===== src/rtl/serial_pkg.sv =====
// Shared types and constants for the serial adder result path.
package serial_pkg;

  localparam int DEFAULT_WIDTH = 4;

  typedef enum logic {
    S_IDLE  = 1'b0,
    S_SHIFT = 1'b1
  } state_t;

  // A result word carries the WIDTH sum bits plus the final carry on top.
  function automatic int res_width(input int w);
    return w + 1;
  endfunction

  localparam int DEFAULT_RES_W = res_width(DEFAULT_WIDTH);

endpackage


===== src/rtl/result_fifo.sv =====
// DEPTH-entry synchronous FIFO for assembled result words; reports dropped pushes.
module result_fifo #(
  parameter int W     = 5,
  parameter int DEPTH = 2
) (
  input  logic         clk,
  input  logic         reset,
  input  logic         push,
  input  logic [W-1:0] push_data,
  input  logic         pop,
  output logic         full,
  output logic         empty,
  output logic [W-1:0] head,
  output logic         drop
);

  localparam int PW  = $clog2(DEPTH);
  localparam int CNW = $clog2(DEPTH + 1);

  logic [DEPTH-1:0][W-1:0] mem;
  logic [PW-1:0]           wr_ptr, rd_ptr;
  logic [CNW-1:0]          count;
  logic                    push_ok, pop_ok;

  assign full    = (count == CNW'(DEPTH));
  assign empty   = (count == '0);
  assign pop_ok  = pop & ~empty;
  // A full FIFO still takes a word when the head leaves in the same cycle.
  assign push_ok = push & (~full | pop_ok);
  assign drop    = push & ~push_ok;
  assign head    = mem[rd_ptr];

  always_ff @(posedge clk or posedge reset) begin
    if (reset) begin
      mem    <= '0;
      wr_ptr <= '0;
      rd_ptr <= '0;
      count  <= '0;
    end else begin
      if (push_ok) begin
        mem[wr_ptr] <= push_data;
        wr_ptr      <= wr_ptr + PW'(1);
      end
      if (pop_ok) rd_ptr <= rd_ptr + PW'(1);
      case ({push_ok, pop_ok})
        2'b10:   count <= count + CNW'(1);
        2'b01:   count <= count - CNW'(1);
        default: count <= count;
      endcase
    end
  end

endmodule


===== src/rtl/serial_result_collector.sv =====
// Assembles LSB-first serial sum bits plus carry into words and buffers them for a stallable consumer.
module serial_result_collector
  import serial_pkg::*;
#(
  parameter int WIDTH = DEFAULT_WIDTH,
  parameter int DEPTH = 2
) (
  input  logic             clk,
  input  logic             reset,
  input  logic             bit_valid,
  input  logic             frame_start,
  input  logic             sum_bit,
  input  logic             carry_in,
  output logic             res_valid,
  input  logic             res_ready,
  output logic [WIDTH:0]   res_data,
  output logic             busy,
  output logic             overflow_err,
  output logic             frame_err
);

  localparam int RW = res_width(WIDTH);
  localparam int CW = $clog2(WIDTH + 1);

  state_t           state_q, state_d;
  logic [CW-1:0]    cnt_q, cnt_d;
  logic [WIDTH-1:0] sh_q, sh_d, sh_shift;
  logic [RW-1:0]    word;
  logic             push, ferr_set, drop, fifo_full, fifo_empty;

  assign sh_shift = {sum_bit, sh_q[WIDTH-1:1]};
  // The bit being accepted is the MSB; the older WIDTH-1 bits sit in the top of shreg.
  assign word     = {carry_in, sum_bit, sh_q[WIDTH-1:1]};

  always_comb begin
    state_d  = state_q;
    cnt_d    = cnt_q;
    sh_d     = sh_q;
    ferr_set = 1'b0;
    push     = 1'b0;
    if (bit_valid) begin
      case (state_q)
        S_IDLE: begin
          if (frame_start) begin
            sh_d    = sh_shift;
            cnt_d   = CW'(1);
            state_d = S_SHIFT;
          end else begin
            ferr_set = 1'b1;
          end
        end
        S_SHIFT: begin
          sh_d = sh_shift;
          if (frame_start) begin
            ferr_set = 1'b1;
            cnt_d    = CW'(1);
          end else if (cnt_q == CW'(WIDTH - 1)) begin
            push    = 1'b1;
            cnt_d   = '0;
            state_d = S_IDLE;
          end else begin
            cnt_d = cnt_q + CW'(1);
          end
        end
        default: state_d = S_IDLE;
      endcase
    end
  end

  always_ff @(posedge clk or posedge reset) begin
    if (reset) begin
      state_q      <= S_IDLE;
      cnt_q        <= '0;
      sh_q         <= '0;
      overflow_err <= 1'b0;
      frame_err    <= 1'b0;
    end else begin
      state_q <= state_d;
      cnt_q   <= cnt_d;
      sh_q    <= sh_d;
      if (drop)     overflow_err <= 1'b1;
      if (ferr_set) frame_err    <= 1'b1;
    end
  end

  result_fifo #(.W(RW), .DEPTH(DEPTH)) u_fifo (
    .clk       (clk),
    .reset     (reset),
    .push      (push),
    .push_data (word),
    .pop       (res_ready),
    .full      (fifo_full),
    .empty     (fifo_empty),
    .head      (res_data),
    .drop      (drop)
  );

  assign res_valid = ~fifo_empty;
  assign busy      = (state_q == S_SHIFT);

endmodule


===== config.mk =====
export PLATFORM = sky130hd
export DESIGN_NAME = serial_result_collector
export DESIGN_NICKNAME = d
export VERILOG_FILES = /design/src/rtl/serial_pkg.sv /design/src/rtl/result_fifo.sv /design/src/rtl/serial_result_collector.sv
export SDC_FILE = /design/constraint.sdc
export NUM_CORES = 1
export LEC_CHECK = 0
export ABC_AREA = 1
export CAP_MARGIN = 20
export CORE_UTILIZATION = 34
export DETAILED_ROUTE_END_ITERATION = 16
export PLACE_DENSITY = 0.54
export SKIP_LAST_GASP = 1
export SLEW_MARGIN = 10
export SYNTH_ARGS = -nofsm -noshare
export SYNTH_HDL_FRONTEND = slang
export SYNTH_SLANG_ARGS = --single-unit

===== constraint.sdc =====
create_clock -name clk -period 3.4 [get_ports clk]
set_input_delay 0.68 -clock clk [delete_from_list [all_inputs] [get_ports clk]]
set_output_delay 0.68 -clock clk [all_outputs]
set_load 0.01 [all_outputs]

==> flow_summary.ini, run 1 <==
[outcome]
status = finished clean

[clock_tree]
cts_hold_repair.buffers = 0
cts.path.max_buffers = 2
clock_latency_ns = 0.31
cts_tree = yes
clk_root_buffer_cell = sky130_fd_sc_hd__clkbuf_4
path_clk_slew_ns = 0.13
cts-resized-gates = 0
tritoncts.num_buffers = 3
post_cts_setup_inserts = 0
htree_levels = 1
clock_sink_count = 23

[floorplanning]
top_ports = 16
initial_core_util_pct = 35.98
die-area_mm2 = 0.003462
die-height_um = 58.84
rows = 20
dieWidth_um = 58.84
core_mm2 = 0.003053

[synthesis]
post_synth_main_area_contributors = sky130_fd_sc_hd__dfrtp_1, sky130_fd_sc_hd__nand2_1, sky130_fd_sc_hd__o21ai_0, sky130_fd_sc_hd__inv_1, sky130_fd_sc_hd__nor2_8
post-synth-top-count-cell = sky130_fd_sc_hd__nand2_1
synth.cells.most_frequent = sky130_fd_sc_hd__nand2_1, sky130_fd_sc_hd__dfrtp_1, sky130_fd_sc_hd__inv_1
synth.yosys.seq_area_share_pct = 52.39
yosys_most_used_dff = sky130_fd_sc_hd__dfrtp_1
syn_nets = 134
synth.largest_area_cell = sky130_fd_sc_hd__dfrtp_1
yosys.cell_types.count = 24
synth_area_per_cell_um2 = 8.788
postSynth.asyncResetShare_pct = 100.0
synth_warnings = 0
synth_enable_flop_cells = 0
yosys_register_bits = 23
yosysTopAreaCellShare_pct = 52.39
syn_inst = 125
synth_area_mm2 = 0.001099

[global_route]
grt_first_pass_wirelength_um = 3505
grt_overflow_total = 0
pin_count_of_the_biggest_net_entering_global_routing = 24
grt_use_total_pct = 13.62
grt_pass1_vias = 804
number_of_antenna_violations_at_the_first_check_in_global_routing = 0

[worst_setup_path]
cp_top_family = buffers and inverters
regToRegSetupSlack_ns = 2.00
r2r-end = u_fifo.mem[6]
worst_ep_arrival_time_ns = 1.59
critPathLaunch = u_fifo.rd_ptr
required_ns = 2.72
critical_path_slowest_stage_cell = sky130_fd_sc_hd__clkdlybuf4s50_1
logic_depth_of_the_worst_register_to_register_path = 7
crit_path_max_fanout = 11
crit_path_end = res_data[3]
element_type_at_the_critical_path_end = primary output
critPathMaxStageDelay_ns = 0.56
cp_num_cells = 2
r2r-start = cnt_q[0]
crit_path_cell_trace = o21ai_0 -> clkdlybuf4s50_1
critical_path.n_buffers_inverters = 1
critPathKind = flop to primary output
critical_path.startpoint_type = flop

[power]
p_per_area_mw_per_mm2 = 749.6
clock_power_share_pct = 12.7
leakage_uw = 0.0006735
seq_power_share_pct = 46.3
pwr-share-comb_pct = 41.0
power_report.internal_total_uw = 619.4
total_switching_power_uw = 374.8
vdd.ir_drop.worst_mv = 0.2130
netSwitchingFraction_pct = 37.70

[placement]
port-buffer-count = 15
place.gp.congestion = 0.6910
pre_cts_ws_ns = 1.288
place.detailed.hpwl_um = 1420
placedInstanceArea_mm2 = 0.001300
place_inst = 183

[timing]
totalNegativeSetupSlack_ns = 0
final.period_utilization_pct = 66.67
max_freq_ghz = 0.4411
transition_time_at_the_pin_with_the_least_slew_margin_ns = 0.9005
setup_viol_count_final = 0
worst_slack_ns = 1.133
timing.final.hold_violations = 0
min_period_ns = 2.267
rsz0062_at_grt = false
worst_slew_margin_rel_pct = 39.90
slew_limit_fails = 0
timing.clock.skew_ns = 0.008346

[hold_path]
worst_hold_path_type = flop to flop

[cells_and_area]
layout.area.seq_um2 = 575.6
layout-drive-gt1-share_pct = 8.392
synthToLayoutAreaGrowth_pct = 20.73
final_design_area_no_fill_mm2 = 0.001326
num-nets-final = 153
finalCoreUtilization_pct = 43.44
multiInputGateArea_um2 = 432.9
diodes = 0
fillers = 334
finish.cell_count_without_fillers = 187

[drt]
drt_first_pass_iters = 4
ant_nets = 0
routedWlPerCell_um = 10.27
met1Wirelength_um = 971
top_layer = met3
via_per_inst = 4.492
first_iter_violations = 27
wl_met3_um = 77
detail_route.drc_violations = 0
total_length_of_routed_wires_um = 1920
vias = 840
routed-wl-met2_um = 871

[flow_run]
max_cap_viol_count = 0
==> final cells by class <==
class	instances	share of cell area, %
inverters	23	6.509
multi-input cells	78	32.64
repair buffers	15	11.32
flip-flops and latches	23	43.40
well taps	44	4.151
clock buffers	4	1.981
==> flip-flops by register name, summed over array words and instances, names as in the netlist <==
name,cells
overflow_err,1
u_fifo.count,2
cnt_q,3
frame_err,1
u_fifo.wr_ptr,1
busy,1
u_fifo.rd_ptr,1
sh_q,3
u_fifo.mem,10
==> cell families after synthesis <==
| logic type | share of synthesized area [%] |
|---|---|
| fa+ha+maj | 2.278 |
| xor+xnor | 1.595 |
| simple gates | 23.12 |
| flops | 52.39 |
| compound gates | 12.42 |
| buf+inv | 8.200 |
==> power groups by stage <==
| stage | registers (uW) | clock network (uW) | logic (uW) |
|---|---|---|---|
| 2_1_floorplan | 441 | 0 | 268 |
| 3_5_place_dp | 469 | 0 | 411 |
| 4_1_cts | 462 | 135 | 413 |
| 5_1_grt | 476 | 146 | 465 |
| 6_report | 460 | 127 | 407 |
| 3_3_place_gp | 468 | 0 | 407 |
==> metrics by stage <==
stage,hold slack (ns),total power (uW)
2_1_floorplan,0.4447,709.1
3_3_place_gp,0.4681,874.4
3_5_place_dp,0.4679,879.6
4_1_cts,0.5012,1009
5_1_grt,0.5254,1088
6_report,0.4897,994.2
==> worst register-to-register path: cells and delay by family (launching register included) <==
kind | cells | cell delay (ns)
AND/OR/NAND/NOR | 5 | 0.64
flip-flops | 1 | 0.37
AO/OA/AOI/OAI | 1 | 0.10
adder cells (fa/ha/maj) | 1 | 0.20
==> routing by layer <==
metal	GRT usage, %	vias up
met5	0	-
met4	6.122	0
met3	2.857	0
met2	21.27	16
met1	18.16	398
li1	-	426
==> worst min path at each step <==
stage | from | to | slack (ns) | cells after the start
6_report | overflow_err | overflow_err | 0.49 | 2
3_3_place_gp | frame_err | frame_err | 0.47 | 1
3_5_place_dp | frame_err | frame_err | 0.47 | 1
2_1_floorplan | u_fifo.rd_ptr | u_fifo.rd_ptr | 0.44 | 1
4_1_cts | frame_err | frame_err | 0.50 | 1
5_1_grt | sh_q[2] | u_fifo.mem[1] | 0.53 | 2
==> cell usage in the layout, fill, tap and decap left out, drive strengths merged <==
cell,synthesis,routed
a31oi,1,1
o21bai,1,1
o31ai,1,1
xnor2,1,1
a22oi,1,1
a21oi,2,2
nor2,7,7
o21ai,18,18
xor2,1,1
nand3,6,6
ha,2,2
nand2,36,36
dfrtp,23,23
clkbuf,1,4
o21a,1,1
clkdlybuf4s50,0,15
inv,23,23
(Power assumes the default switching activity.)
==> run 2: changes to the inputs <==
clock period = 2.1 ns   (was 3.4 ns; I/O delays follow)
==> flow_summary.ini, run 2 (same netlist as run 1, synthesis figures left out) <==
[global_route]
grt_first_pass_wirelength_um = 3567
grt_pass1_vias = 881
pin_count_of_the_biggest_net_entering_global_routing = 24
grt_overflow_total = 0
number_of_antenna_violations_at_the_first_check_in_global_routing = 0
grt_use_total_pct = 13.83

[timing]
transition_time_at_the_pin_with_the_least_slew_margin_ns = 0.2938
min_period_ns = 1.973
totalNegativeSetupSlack_ns = 0
slew_limit_fails = 0
max_freq_ghz = 0.5067
final.period_utilization_pct = 93.97
timing.final.hold_violations = 0
timing.clock.skew_ns = 0.008334
rsz0062_at_grt = true
setup_viol_count_final = 0
worst_slew_margin_rel_pct = 80.41

[placement]
placedInstanceArea_mm2 = 0.001308
place.detailed.hpwl_um = 1462
port-buffer-count = 15
place.gp.congestion = 0.7029
place_inst = 184

[cells_and_area]
finish.cell_count_without_fillers = 189
final_design_area_no_fill_mm2 = 0.001343
regMostFlops = u_fifo.mem
finalCoreUtilization_pct = 43.98
layout-drive-gt1-share_pct = 10.34
synthToLayoutAreaGrowth_pct = 22.21
largest_register_ffs = 10
top_library_cells_by_usage_in_the_layout_fill_and_taps_aside = sky130_fd_sc_hd__nand2_1, sky130_fd_sc_hd__inv_1, sky130_fd_sc_hd__dfrtp_1
diodes = 0
layout_top_registers = u_fifo.mem: 10 flops, cnt_q: 3 flops, sh_q: 3 flops
layout.cells.most_common = sky130_fd_sc_hd__nand2_1
num-nets-final = 155

[floorplanning]
core_mm2 = 0.003053
die-height_um = 58.84
initial_core_util_pct = 35.98
rows = 20
die-area_mm2 = 0.003462
dieWidth_um = 58.84
top_ports = 16

[power]
leakage_uw = 0.0006822
netSwitchingFraction_pct = 37.50
clock_power_share_pct = 12.7
pwr-share-comb_pct = 41.7
power_report.internal_total_uw = 1020
seq_power_share_pct = 45.6
total_switching_power_uw = 612.1
total_power_uw = 1632
vdd.ir_drop.worst_mv = 0.4284
p_per_area_mw_per_mm2 = 1216

[worst_setup_path]
crit_path_cell_trace = o21ai_0 -> clkdlybuf4s50_1
crit_path_max_fanout = 11
required_ns = 1.68
critical_path_slowest_stage_cell = sky130_fd_sc_hd__clkdlybuf4s50_1
critical_path.startpoint_type = flop
critPathKind = flop to primary output
worst_ep_arrival_time_ns = 1.55
critPathMaxStageDelay_ns = 0.56
element_type_at_the_critical_path_end = primary output

[clock_tree]
clock_sink_count = 23
cts_hold_repair.buffers = 0
tritoncts.num_buffers = 3
htree_levels = 1
cts.path.max_buffers = 2
path_clk_slew_ns = 0.13
clk_root_buffer_cell = sky130_fd_sc_hd__clkbuf_4
clock_latency_ns = 0.31
cts_tree = yes

[drt]
first_iter_violations = 22
drt_first_pass_iters = 4
total_length_of_routed_wires_um = 1940
via_per_inst = 4.534
routedWlPerCell_um = 10.26
detail_route.drc_violations = 0
ant_nets = 0
vias = 857

[flow_run]
max_cap_viol_count = 0

[outcome]
status = finished clean

[hold_path]
worst_hold_path_type = input pin to asynchronous set/reset pin
[run 2: changes by cell type in the layout (fill, tap and decap cells not counted)]
cell,change
sky130_fd_sc_hd__o21ai_0,-1
sky130_fd_sc_hd__dfrtp_2,+1
sky130_fd_sc_hd__o21ai_1,+1
sky130_fd_sc_hd__dfrtp_1,-1
sky130_fd_sc_hd__buf_4,+2
[run 2: cell type report]
| class | instances | area [um2] |
|---|---|---|
| fill | 333 | 1710 |
| multi-input combinational | 78 | 432.9 |
| tap | 44 | 55.05 |
| timing repair buffer | 17 | 165.2 |
| inverter | 23 | 86.33 |
| clock buffer | 4 | 26.28 |
| sequential | 23 | 576.8 |
[run 2: repair_timing]
action,in CTS,in global routing
hold endpoints to repair,0,0
resized for setup,0,2
buffers inserted,0,1
endpoints found under the setup margin,0,5
[run 2: routing by layer]
layer | up-vias | track usage, % | share of wire [%]
met1 | 403 | 17.25 | 45
met4 | 0 | 7.143 | 2.1
met3 | 5 | 2.857 | 3.9
met2 | 15 | 22.56 | 49
met5 | - | 0 | 0
li1 | 434 | - | -
[run 2: critical path: cells and delay by family (launching register included)]
family / cells / cell delay, ns
AO/OA/AOI/OAI: 1 / 0.19
flip-flops: 1 / 0.49
buffers and inverters: 1 / 0.56
[run 2: final timing paths]
| kind | from | endpoint | slack (ns) | cells after the start |
|---|---|---|---|---|
| setup / recovery | u_fifo.rd_ptr | res_data[0] | 0.13 | 2 |
| hold / removal | reset | busy | 0.42 | 3 |
| setup reg to reg | cnt_q[0] | u_fifo.mem[6] | 0.71 | 7 |
| hold reg to reg | overflow_err | overflow_err | 0.49 | 2 |
| max in group asynchronous | reset | u_fifo.rd_ptr | 1.44 | 3 |
| min in group clk | overflow_err | overflow_err | 0.49 | 2 |
[run 2: power groups by stage]
stage	registers [uW]	clock network, uW	logic (uW)
final	745	207	681
after CTS	750	220	675
after global routing	772	232	790
after floorplan	714	0	434
after detailed placement	760	0	671
after global placement	758	0	659
[run 2: metrics by stage]
step | hold slack (ns) | setup slack [ns]
2_1_floorplan | 0.4219 | 0.8291
6_report | 0.4177 | 0.1266
3_3_place_gp | 0.4692 | 0.2667
3_5_place_dp | 0.4687 | 0.2559
5_1_grt | 0.4655 | -0.01575
4_1_cts | 0.4270 | 0.04166
==> run 3: changes to the inputs <==
PLACE_DENSITY = default   (was 0.54)
PLACE_DENSITY_LB_ADDON = 0.12   (was default)
SLEW_MARGIN = 20   (was 10)
==> flow_summary.ini, run 3 (same netlist as run 1, synthesis figures left out) <==
[drt]
first_iter_violations = 26
routedWlPerCell_um = 10.35
ant_nets = 0
total_length_of_routed_wires_um = 1945
vias = 822
drt_first_pass_iters = 4
detail_route.drc_violations = 0
via_per_inst = 4.372

[worst_setup_path]
worst_ep_arrival_time_ns = 1.54
element_type_at_the_critical_path_end = primary output
critical_path.startpoint_type = flop
required_ns = 1.68
critPathLaunch = u_fifo.rd_ptr
critPathKind = flop to primary output
r2r-start = cnt_q[0]
crit_path_max_fanout = 11

[placement]
place_inst = 184
port-buffer-count = 15
place.gp.congestion = 0.7456
place.detailed.hpwl_um = 1499
pre_cts_ws_ns = 0.2471

[power]
leakage_uw = 0.0006774
vdd.ir_drop.worst_mv = 0.3965
p_per_area_mw_per_mm2 = 1208

[timing]
timing.final.hold_violations = 0
setup_viol_count_final = 0
worst_slew_margin_rel_pct = 80.58
worst_slack_ns = 0.1363
rsz0062_at_grt = false
final.period_utilization_pct = 93.51
timing.clock.skew_ns = 0.002285
max_freq_ghz = 0.5092
totalNegativeSetupSlack_ns = 0
slew_limit_fails = 0
transition_time_at_the_pin_with_the_least_slew_margin_ns = 0.2913
min_period_ns = 1.964

[clock_tree]
clock_sink_count = 23
cts.path.max_buffers = 2
cts_hold_repair.buffers = 0
clock_latency_ns = 0.30
tritoncts.num_buffers = 3
post_cts_setup_inserts = 0
path_clk_slew_ns = 0.12
cts-resized-gates = 0
clk_root_buffer_cell = sky130_fd_sc_hd__clkbuf_4
cts_tree = yes
htree_levels = 1

[floorplanning]
top_ports = 16
initial_core_util_pct = 35.98
die-height_um = 58.84
core_mm2 = 0.003053
dieWidth_um = 58.84
rows = 20
die-area_mm2 = 0.003462

[outcome]
status = finished clean

[global_route]
grt_first_pass_wirelength_um = 3374
number_of_antenna_violations_at_the_first_check_in_global_routing = 0
grt_overflow_total = 0
grt_use_total_pct = 13.21
grt_pass1_vias = 781
pin_count_of_the_biggest_net_entering_global_routing = 24

[cells_and_area]
finish.cell_count_without_fillers = 188
regMostFlops = u_fifo.mem
top_library_cells_by_usage_in_the_layout_fill_and_taps_aside = sky130_fd_sc_hd__nand2_1, sky130_fd_sc_hd__inv_1, sky130_fd_sc_hd__dfrtp_1
synthToLayoutAreaGrowth_pct = 21.53
layout_top_registers = u_fifo.mem: 10 flops, cnt_q: 3 flops, sh_q: 3 flops
layout.cells.most_common = sky130_fd_sc_hd__nand2_1
largest_register_ffs = 10
diodes = 0
num-nets-final = 154
layout-drive-gt1-share_pct = 9.722

[hold_path]
worst_hold_path_type = input pin to asynchronous set/reset pin

[flow_run]
max_cap_viol_count = 0
==> run 3: layout make-up <==
class / count / area (um2)
Fill cell: 343 / 1718
Sequential cell: 23 / 576.8
Multi-Input combinational cell: 78 / 432.9
Timing Repair Buffer: 16 / 157.7
Inverter: 23 / 86.33
Tap cell: 44 / 55.05
Clock buffer: 4 / 26.28
==> run 3: critical path, stage by stage (launching register included) <==
cell and delay [ns]:
sky130_fd_sc_hd__dfrtp_2 0.50, sky130_fd_sc_hd__o21ai_0 0.19, sky130_fd_sc_hd__clkdlybuf4s50_1 0.56
==> run 3: routing by layer <==
| layer | vias up | routed length (um) | part of all wire, % | GRT usage (%) |
|---|---|---|---|---|
| li1 | 435 | - | - | - |
| met1 | 372 | 939 | 48 | 16.50 |
| met2 | 13 | 933 | 48 | 21.75 |
| met3 | 2 | 55 | 2.8 | 2.198 |
| met4 | 0 | 17 | 0.87 | 7.143 |
| met5 | - | 0 | 0 | 0 |
==> run 3: metrics by stage <==
| step | power [uW] | hold slack [ns] | util, % | cell area, um2 |
|---|---|---|---|---|
| global placement | 1420 | 0.4676 | 42.83 | 1308 |
| CTS | 1636 | 0.4483 | 43.69 | 1334 |
| global route | 1756 | 0.4802 | 43.73 | 1335 |
| finish | 1613 | 0.4360 | 43.73 | 1335 |
| floorplan | 1148 | 0.4219 | - | 1099 |
| detailed placement | 1431 | 0.4613 | 42.83 | 1308 |
==> run 3: power by group <==
group	switching (uW)	internal [uW]	total, uW
Combinational	343	320	663
Clock	127	74.0	201
Sequential	136	613	749
==> run 3: path summary, 6_finish.rpt <==
| path | slack [ns] | endpoint | depth (start not counted) |
|---|---|---|---|
| min | 0.44 | cnt_q[2] | 3 |
| min in group clk | 0.49 | frame_err | 1 |
| max | 0.14 | res_data[4] | 2 |
| min reg2reg | 0.49 | frame_err | 1 |
| max in group asynchronous | 1.42 | u_fifo.rd_ptr | 3 |
| max reg2reg | 0.71 | u_fifo.mem[6] | 7 |
